[config.mk]
export PLATFORM = sky130hd
export DESIGN_NAME = iob_cache_axil_bridge
export DESIGN_NICKNAME = d
export VERILOG_FILES = /design/src/rtl/iob_cache_axil_bridge.sv
export SDC_FILE = /design/constraint.sdc
export NUM_CORES = 1
export LEC_CHECK = 0
export CORE_ASPECT_RATIO = 0.8
export CORE_MARGIN = 8
export CORE_UTILIZATION = 39
export DETAILED_ROUTE_END_ITERATION = 7
export PLACE_DENSITY = 0.81
export SLEW_MARGIN = 20
export SYNTH_ARGS = -nofsm -noshare
export SYNTH_HDL_FRONTEND = slang
export SYNTH_SLANG_ARGS = --single-unit
[constraint.sdc]
create_clock -name clk_i -period 2.1 [get_ports clk_i]
set_clock_uncertainty 0.05 [all_clocks]
set_input_delay 0.42 -clock clk_i [delete_from_list [all_inputs] [get_ports clk_i]]
set_output_delay 0.42 -clock clk_i [all_outputs]
set_load 0.02 [all_outputs]
[src/rtl/iob_cache_axil_bridge.sv]
// Bridge from the iob-cache native back-end port to an AXI4-Lite manager.
// One transaction is outstanding at a time. A native request is captured in
// IDLE and then replayed as either an AW+W/B write or an AR/R read.
//
// Ports
//   clk_i, cke_i, arst_i          : clock, clock enable, synchronous active-high reset
//   be_valid_i/be_addr_i/
//   be_wdata_i/be_wstrb_i         : native request (wstrb == 0 selects a read)
//   be_ready_o                    : request accepted (high only in IDLE)
//   be_rdata_o/be_rvalid_o        : read data, held; one-cycle valid pulse
//   axi_aw*/axi_w*/axi_b*         : AXI4-Lite write address, data and response channels
//   axi_ar*/axi_r*                : AXI4-Lite read address and data channels
//   err_o                         : sticky, set by any non-OKAY B or R response
module iob_cache_axil_bridge #(
  parameter int unsigned ADDR_W = 24,
  parameter int unsigned DATA_W = 32
) (
  input  logic                  clk_i,
  input  logic                  cke_i,
  input  logic                  arst_i,

  input  logic                  be_valid_i,
  input  logic [ADDR_W-1:0]     be_addr_i,
  input  logic [DATA_W-1:0]     be_wdata_i,
  input  logic [DATA_W/8-1:0]   be_wstrb_i,
  output logic                  be_ready_o,
  output logic [DATA_W-1:0]     be_rdata_o,
  output logic                  be_rvalid_o,

  output logic [ADDR_W-1:0]     axi_awaddr_o,
  output logic                  axi_awvalid_o,
  input  logic                  axi_awready_i,

  output logic [DATA_W-1:0]     axi_wdata_o,
  output logic [DATA_W/8-1:0]   axi_wstrb_o,
  output logic                  axi_wvalid_o,
  input  logic                  axi_wready_i,

  input  logic [1:0]            axi_bresp_i,
  input  logic                  axi_bvalid_i,
  output logic                  axi_bready_o,

  output logic [ADDR_W-1:0]     axi_araddr_o,
  output logic                  axi_arvalid_o,
  input  logic                  axi_arready_i,
  input  logic [DATA_W-1:0]     axi_rdata_i,
  input  logic [1:0]            axi_rresp_i,
  input  logic                  axi_rvalid_i,
  output logic                  axi_rready_o,

  output logic                  err_o
);

  localparam int unsigned STRB_W = DATA_W / 8;

  typedef enum logic [2:0] {
    IDLE  = 3'd0,
    WRITE = 3'd1,
    WRESP = 3'd2,
    RADDR = 3'd3,
    RDATA = 3'd4
  } state_t;

  state_t              state_q;
  state_t              state_d;

  logic [ADDR_W-1:0]   addr_q;
  logic [DATA_W-1:0]   wdata_q;
  logic [STRB_W-1:0]   wstrb_q;
  logic                aw_done_q;
  logic                w_done_q;
  logic [DATA_W-1:0]   rdata_q;
  logic                rvalid_q;
  logic                err_q;

  logic                accept_c;
  logic                aw_fire_c;
  logic                w_fire_c;
  logic                b_fire_c;
  logic                r_fire_c;

  // Next-state and handshake decode. Handshakes are only acted upon when
  // cke_i is high, which is enforced where they are consumed.
  always_comb begin
    state_d   = state_q;
    accept_c  = 1'b0;
    aw_fire_c = 1'b0;
    w_fire_c  = 1'b0;
    b_fire_c  = 1'b0;
    r_fire_c  = 1'b0;
    unique case (state_q)
      IDLE: begin
        if (be_valid_i) begin
          accept_c = 1'b1;
          state_d  = (|be_wstrb_i) ? WRITE : RADDR;
        end
      end
      WRITE: begin
        // AW and W complete independently; either may finish first.
        aw_fire_c = !aw_done_q && axi_awready_i;
        w_fire_c  = !w_done_q  && axi_wready_i;
        if ((aw_done_q || aw_fire_c) && (w_done_q || w_fire_c)) begin
          state_d = WRESP;
        end
      end
      WRESP: begin
        b_fire_c = axi_bvalid_i;
        if (b_fire_c) begin
          state_d = IDLE;
        end
      end
      RADDR: begin
        if (axi_arready_i) begin
          state_d = RDATA;
        end
      end
      RDATA: begin
        r_fire_c = axi_rvalid_i;
        if (r_fire_c) begin
          state_d = IDLE;
        end
      end
      default: state_d = IDLE;
    endcase
  end

  // State, captured request, channel progress, read data and error flag.
  always_ff @(posedge clk_i) begin
    if (arst_i) begin
      state_q   <= IDLE;
      addr_q    <= '0;
      wdata_q   <= '0;
      wstrb_q   <= '0;
      aw_done_q <= 1'b0;
      w_done_q  <= 1'b0;
      rdata_q   <= '0;
      rvalid_q  <= 1'b0;
      err_q     <= 1'b0;
    end else begin
      // The read-valid pulse lasts one cycle even if cke_i drops after it.
      rvalid_q <= 1'b0;
      if (cke_i) begin
        state_q <= state_d;
        if (accept_c) begin
          addr_q    <= be_addr_i;
          wdata_q   <= be_wdata_i;
          wstrb_q   <= be_wstrb_i;
          aw_done_q <= 1'b0;
          w_done_q  <= 1'b0;
        end
        if (aw_fire_c) begin
          aw_done_q <= 1'b1;
        end
        if (w_fire_c) begin
          w_done_q <= 1'b1;
        end
        if (b_fire_c && (axi_bresp_i != 2'b00)) begin
          err_q <= 1'b1;
        end
        if (r_fire_c) begin
          rdata_q  <= axi_rdata_i;
          rvalid_q <= 1'b1;
          if (axi_rresp_i != 2'b00) begin
            err_q <= 1'b1;
          end
        end
      end
    end
  end

  // Outputs decode only registered state, so no valid depends on a ready.
  assign be_ready_o    = (state_q == IDLE);
  assign be_rdata_o    = rdata_q;
  assign be_rvalid_o   = rvalid_q;

  assign axi_awaddr_o  = addr_q;
  assign axi_awvalid_o = (state_q == WRITE) && !aw_done_q;
  assign axi_wdata_o   = wdata_q;
  assign axi_wstrb_o   = wstrb_q;
  assign axi_wvalid_o  = (state_q == WRITE) && !w_done_q;
  assign axi_bready_o  = (state_q == WRESP);

  assign axi_araddr_o  = addr_q;
  assign axi_arvalid_o = (state_q == RADDR);
  assign axi_rready_o  = (state_q == RDATA);

  assign err_o         = err_q;

endmodule

Word level (Yosys, flattened, before mapping)
Cells that the tools add are included.
W data, S select, Z words.
Cells by class
  equal/unequal tests: 9
  mux-type cells: 20
  bitwise logic cells: 1
  reductions and logical operators: 22
Operators by type and width (count)
  $mux W3: 5
  $pmux W3 S5: 1
  $mux W1: 13
  $ne A2 B2 Y1 const B: 4
  $reduce_and A2 Y1: 4
  $reduce_bool A2 Y1: 4
  $eq A3 B2 Y1 const B: 2
  $logic_and A1 B1 Y1: 6
  $reduce_and A6 Y1: 1
  $reduce_or A4 Y1: 1
  $eq A3 B1 Y1 const B: 1
  $eq A3 B3 Y1 const B: 1
  $logic_not A3 Y1: 1
  $logic_not A1 Y1: 2
  $logic_or A1 B1 Y1: 2
  $mux W2: 1
  $ne A2 B1 Y1 const B: 1
  $reduce_or A2 Y1: 1
  $not A1 Y1: 1
Word-level totals
  flip-flop bits (word level): 99
  input bits: 105
  output and inout port bits: 124
  logic and storage cells: 61

Logic depth before layout (Yosys ltp)
  depth in word-level cells: 6
  mapped depth: 6
  depth with buffers taken out: 4

Least setup slack after synthesis
Ideal clock, no wire load.
  path kind: input port to flip-flop
  start point: input port cke_i
  end point: register addr_q[10] (netlist: axi_araddr_o[10])
  library setup time: 0.132 ns
  arrival: 1.466 ns
  slack: 0.452 ns
  stages: 6
  cell sequence: clkbuf_2 -> or4b_1 -> buf_6 -> buf_6 -> o21ai_1 -> a21oi_1
Between the ends
  longest elaborated chain between the ends: 1
Ends and longest elaborated chain
  start, declared: line 19  | input logic cke_i,
  $reduce_and A2 Y1 (no source line)
  end signal, assigned: line 145  | addr_q <= be_addr_i;
  end, declared: line 67  | logic [ADDR_W-1:0] addr_q;
No other way between the ends.
A chain may end at the register's enable or synchronous reset.

Final worst setup path
  start point: register state_q[2]
  end point: output port axi_rready_o
Between the ends
  longest elaborated chain between the ends: 1
Ends and longest elaborated chain
  start, declared: line 64  | state_t state_q;
  start signal, assigned: line 143  | state_q <= state_d;
  $eq A3 B3 Y1: line 185  | assign axi_rready_o = (state_q == RDATA);
  end, declared: line 49  | output logic axi_rready_o,
No other way between the ends.

==> flow_summary.rst <==
.. list-table::
   :header-rows: 1

   * - Metric
     - Value
   * - Number of global-route vias before repair
     - 4536
   * - Root buffer cell
     - sky130_fd_sc_hd__clkbuf_16
   * - Dpl hpwl
     - 11.0 mm
   * - Vias
     - 4362
   * - Clock Tree Buf Depth
     - 2
   * - Antenna Nets Post-Route
     - 0
   * - Starting Density
     - 40.2%
   * - Pin count of the biggest net entering global routing
     - 62
   * - Number of antenna violations at the first check in global routing
     - 0
   * - Start-to-end type of the worst setup path
     - reg2out
   * - Clock Power Share
     - 34.7%
   * - Clock latency on the worst-skew pair
     - 0.33 ns
   * - VDD IR max
     - 530 uV
   * - Final net count
     - 783
   * - Status
     - completed
   * - Final Hold Violating Endpoints
     - 0
   * - GRT Residual Overflow
     - 0
   * - First-pass GRT wire length
     - 23.9 mm
   * - Critical Path End Type
     - primary output
   * - Synth-to-Final Area Change
     - 59.0%
   * - Die outline height
     - 108 um
   * - Hold/Removal Path Class
     - reg2reg
   * - # H-tree levels
     - 3
   * - Number of remaining DRC errors
     - 0
   * - Leading cell type in the layout, fill and taps excluded
     - sky130_fd_sc_hd__clkdlybuf4s50_1
   * - First-pass detailed-route iteration total
     - 4
   * - Synthesis-stage register bit count
     - 99
   * - Number of clock buffers inserted by TritonCTS
     - 9
   * - Part of the Yosys area used for sequential elements
     - 47.7%
   * - Switching Fraction
     - 26.6%
   * - Sum of routed wire length over all layers
     - 15.0 mm
   * - Violation count after the first detailed-routing iteration
     - 271
   * - Number of instances in the synthesized netlist
     - 501
   * - Post-Synthesis Cell Area
     - 4150 um2
   * - Die area
     - 14200 um2
   * - CTS tree
     - yes
   * - Core box area
     - 10300 um2
   * - Most used cells in the layout excluding fill and tap cells
     - 220 x sky130_fd_sc_hd__clkdlybuf4s50_1, 98 x sky130_fd_sc_hd__dfxtp_1, 97 x sky130_fd_sc_hd__a21oi_1, 92 x sky130_fd_sc_hd__nand3_1, 58 x sky130_fd_sc_hd__o21ai_1
   * - Multi-input gate area
     - 1670 um2
   * - Cell Int Power
     - 0.00320 W
   * - Number of standard cells in the layout, taps in and fillers out
     - 822
   * - Weighted congestion at the end of routability-driven global placement
     - 0.832
   * - Cell types occupying the most area after synthesis
     - sky130_fd_sc_hd__dfxtp_1 48%, sky130_fd_sc_hd__a21oi_1 12%, sky130_fd_sc_hd__nand3_1 11%
   * - Share of final-layout standard cells stronger than drive strength 1
     - 5.87%
   * - Fin. max-slew vios
     - 0
   * - Count of pins on the block boundary
     - 229
   * - Setup TNS
     - 0 ns
   * - Crit path launch type
     - register
   * - Leak Pwr
     - 2.22 nW
   * - Die width
     - 131 um
   * - Data arrival time of the critical path
     - 1.51 ns
   * - Fill cell total of the finished layout
     - 867
   * - Dominant cell type by area after synthesis
     - sky130_fd_sc_hd__dfxtp_1
   * - Port Buffers
     - 228
   * - Storage cell area
     - 1980 um2
   * - Per-cell via count in the routed design
     - 5.31
   * - Average footprint of a synthesized cell
     - 8.29 um2
   * - CP max FO
     - 7
   * - Clock Sinks
     - 99
   * - Areal power density over the cells
     - 661 nW/um2
   * - Clock-pin slew on the worst setup and hold paths
     - 0.07 ns
   * - Placed cell areas
     - 6340 um2
   * - Logic pwr share
     - 19.8%
   * - Overall Global Routing Usage
     - 20.5%
   * - Number of unique standard cell types used by synthesis
     - 36
   * - Worst slew margin relative to its limit
     - 56.2%
   * - Crit path required time
     - 1.63 ns
   * - Count of endpoints failing setup in the final report
     - 0
   * - Reg power frac
     - 45.5%
   * - Standard-cell rows
     - 33
   * - P_sw
     - 0.00116 W
   * - Synthesis warning total
     - 0
   * - Achievable Freq
     - 0.504 GHz
   * - Post-synth top area share
     - 47.7%
   * - Unrepaired setup endpoints after global routing
     - false
   * - Post-Syn Nets
     - 606
   * - Max Cap Viol
     - 0
   * - Minimum period implied by the final worst setup slack
     - 1.98 ns
   * - Setup ws final
     - 0.116 ns
   * - Placement Setup Slack
     - -0.173 ns
   * - Average wire per standard cell
     - 18.3 um
   * - Slew of the pin with the lowest slew margin
     - 0.657 ns
   * - Period utilisation layout
     - 94.5%
   * - Antenna diode instance count
     - 0
   * - Cells after DPL
     - 807
   * - Final instance area
     - 6600 um2
==> kinds of logic (layout without fill, tap and decap cells) <==
group / after synthesis / after routing / share of synthesized area [%]
multiplexers: 2 / 2 / 0.783
flip-flops: 99 / 99 / 47.7
AND/OR/NAND/NOR: 113 / 113 / 14.6
buffers and inverters: 87 / 268 / 12.0
AO/OA/AOI/OAI: 200 / 200 / 24.8
==> power groups by stage <==
stage | Combinational [W] | Sequential [W] | Clock (W)
floorplan | 0.000362 | 0.00210 | 0
global placement | 0.000856 | 0.00202 | 0
detailed placement | 0.000871 | 0.00203 | 0
CTS | 0.000869 | 0.00198 | 0.00156
global route | 0.000923 | 0.00199 | 0.00164
finish | 0.000864 | 0.00198 | 0.00151
==> critical path: stages (launching register included) <==
cell	delay, ns
sky130_fd_sc_hd__dfxtp_2	0.39
sky130_fd_sc_hd__or3b_1	0.38
sky130_fd_sc_hd__clkinv_1	0.07
sky130_fd_sc_hd__clkdlybuf4s15_1	0.33
==> cell usage after synthesis <==
library cell	number
sky130_fd_sc_hd__o32ai_1	1
sky130_fd_sc_hd__nor3b_1	1
sky130_fd_sc_hd__clkbuf_1	34
sky130_fd_sc_hd__o21ai_2	2
sky130_fd_sc_hd__nor4_1	1
sky130_fd_sc_hd__nor2_1	3
sky130_fd_sc_hd__nand4_1	1
sky130_fd_sc_hd__nor4b_1	1
sky130_fd_sc_hd__dfxtp_1	99
sky130_fd_sc_hd__clkinv_1	1
sky130_fd_sc_hd__o21ai_0	35
sky130_fd_sc_hd__o2111ai_1	3
sky130_fd_sc_hd__and2_1	2
sky130_fd_sc_hd__or4b_1	1
sky130_fd_sc_hd__o22ai_1	1
sky130_fd_sc_hd__nor4bb_1	1
sky130_fd_sc_hd__a31oi_1	1
sky130_fd_sc_hd__nor3_1	2
sky130_fd_sc_hd__mux2i_1	1
sky130_fd_sc_hd__nand3_1	92
sky130_fd_sc_hd__buf_1	1
sky130_fd_sc_hd__inv_1	7
sky130_fd_sc_hd__or3b_1	1
sky130_fd_sc_hd__o21ai_1	58
sky130_fd_sc_hd__o211ai_1	1
sky130_fd_sc_hd__a22oi_1	1
sky130_fd_sc_hd__mux4_2	1
sky130_fd_sc_hd__clkbuf_2	1
sky130_fd_sc_hd__nand2_1	3
sky130_fd_sc_hd__nand3b_1	2
sky130_fd_sc_hd__nor4b_4	1
sky130_fd_sc_hd__nor2b_1	1
sky130_fd_sc_hd__buf_2	8
sky130_fd_sc_hd__a21oi_1	97
sky130_fd_sc_hd__buf_6	8
sky130_fd_sc_hd__buf_4	27
==> path summary, 6_finish.rpt <==
check                                   endpoint  cells past startpoint          start  slack (ns)
worst max-delay path                axi_rready_o                      3     state_q[2]        0.12
worst min-delay path               be_rdata_o[1]                      2  be_rdata_o[1]        0.42
worst max register to register  axi_araddr_o[14]                      5     state_q[0]        0.18
worst min register to register     be_rdata_o[1]                      2  be_rdata_o[1]        0.42
==> cell type report <==
type | instances | area share [%]
clock buffers | 11 | 3.68
multi-input cells | 315 | 25.3
repair buffers | 245 | 37.5
inverters | 8 | 0.455
well taps | 140 | 2.65
flip-flops and latches | 99 | 30.0
clock inverters | 4 | 0.398
==> registers in the layout, indices dropped and copies added (netlist names) <==
name          cells
axi_wdata_o      32
be_rdata_o       32
axi_araddr_o     24
axi_wstrb_o       4
state_q           3
aw_done_q         1
be_rvalid_o       1
err_o             1
w_done_q          1
==> metrics by stage <==
| stage | total power (W) | hold slack, ns | utilization [%] |
|---|---|---|---|
| floorplan | 0.00246 | 0.426 | - |
| global placement | 0.00288 | 0.409 | 61.4 |
| detailed placement | 0.00290 | 0.419 | 61.4 |
| CTS | 0.00441 | 0.428 | 63.9 |
| global route | 0.00456 | 0.444 | 64.0 |
| finish | 0.00436 | 0.423 | 64.0 |
==> repair_timing <==
item                       4_1_cts  5_1_grt
hold endpoints to repair         0        0
setup endpoints to repair        6        2
setup buffers                    0        0
resized for setup                7        2
hold buffers                     0        0
==> metal layers <==
layer	global-route usage (%)	vias up	wire, um
met5	0	-	0
met4	5.40	0	261
met3	10.9	19	1770
met2	34.2	195	6970
met1	22.6	2040	6020
li1	-	2108	-
Note: power is estimated with default switching activity, not from simulation.
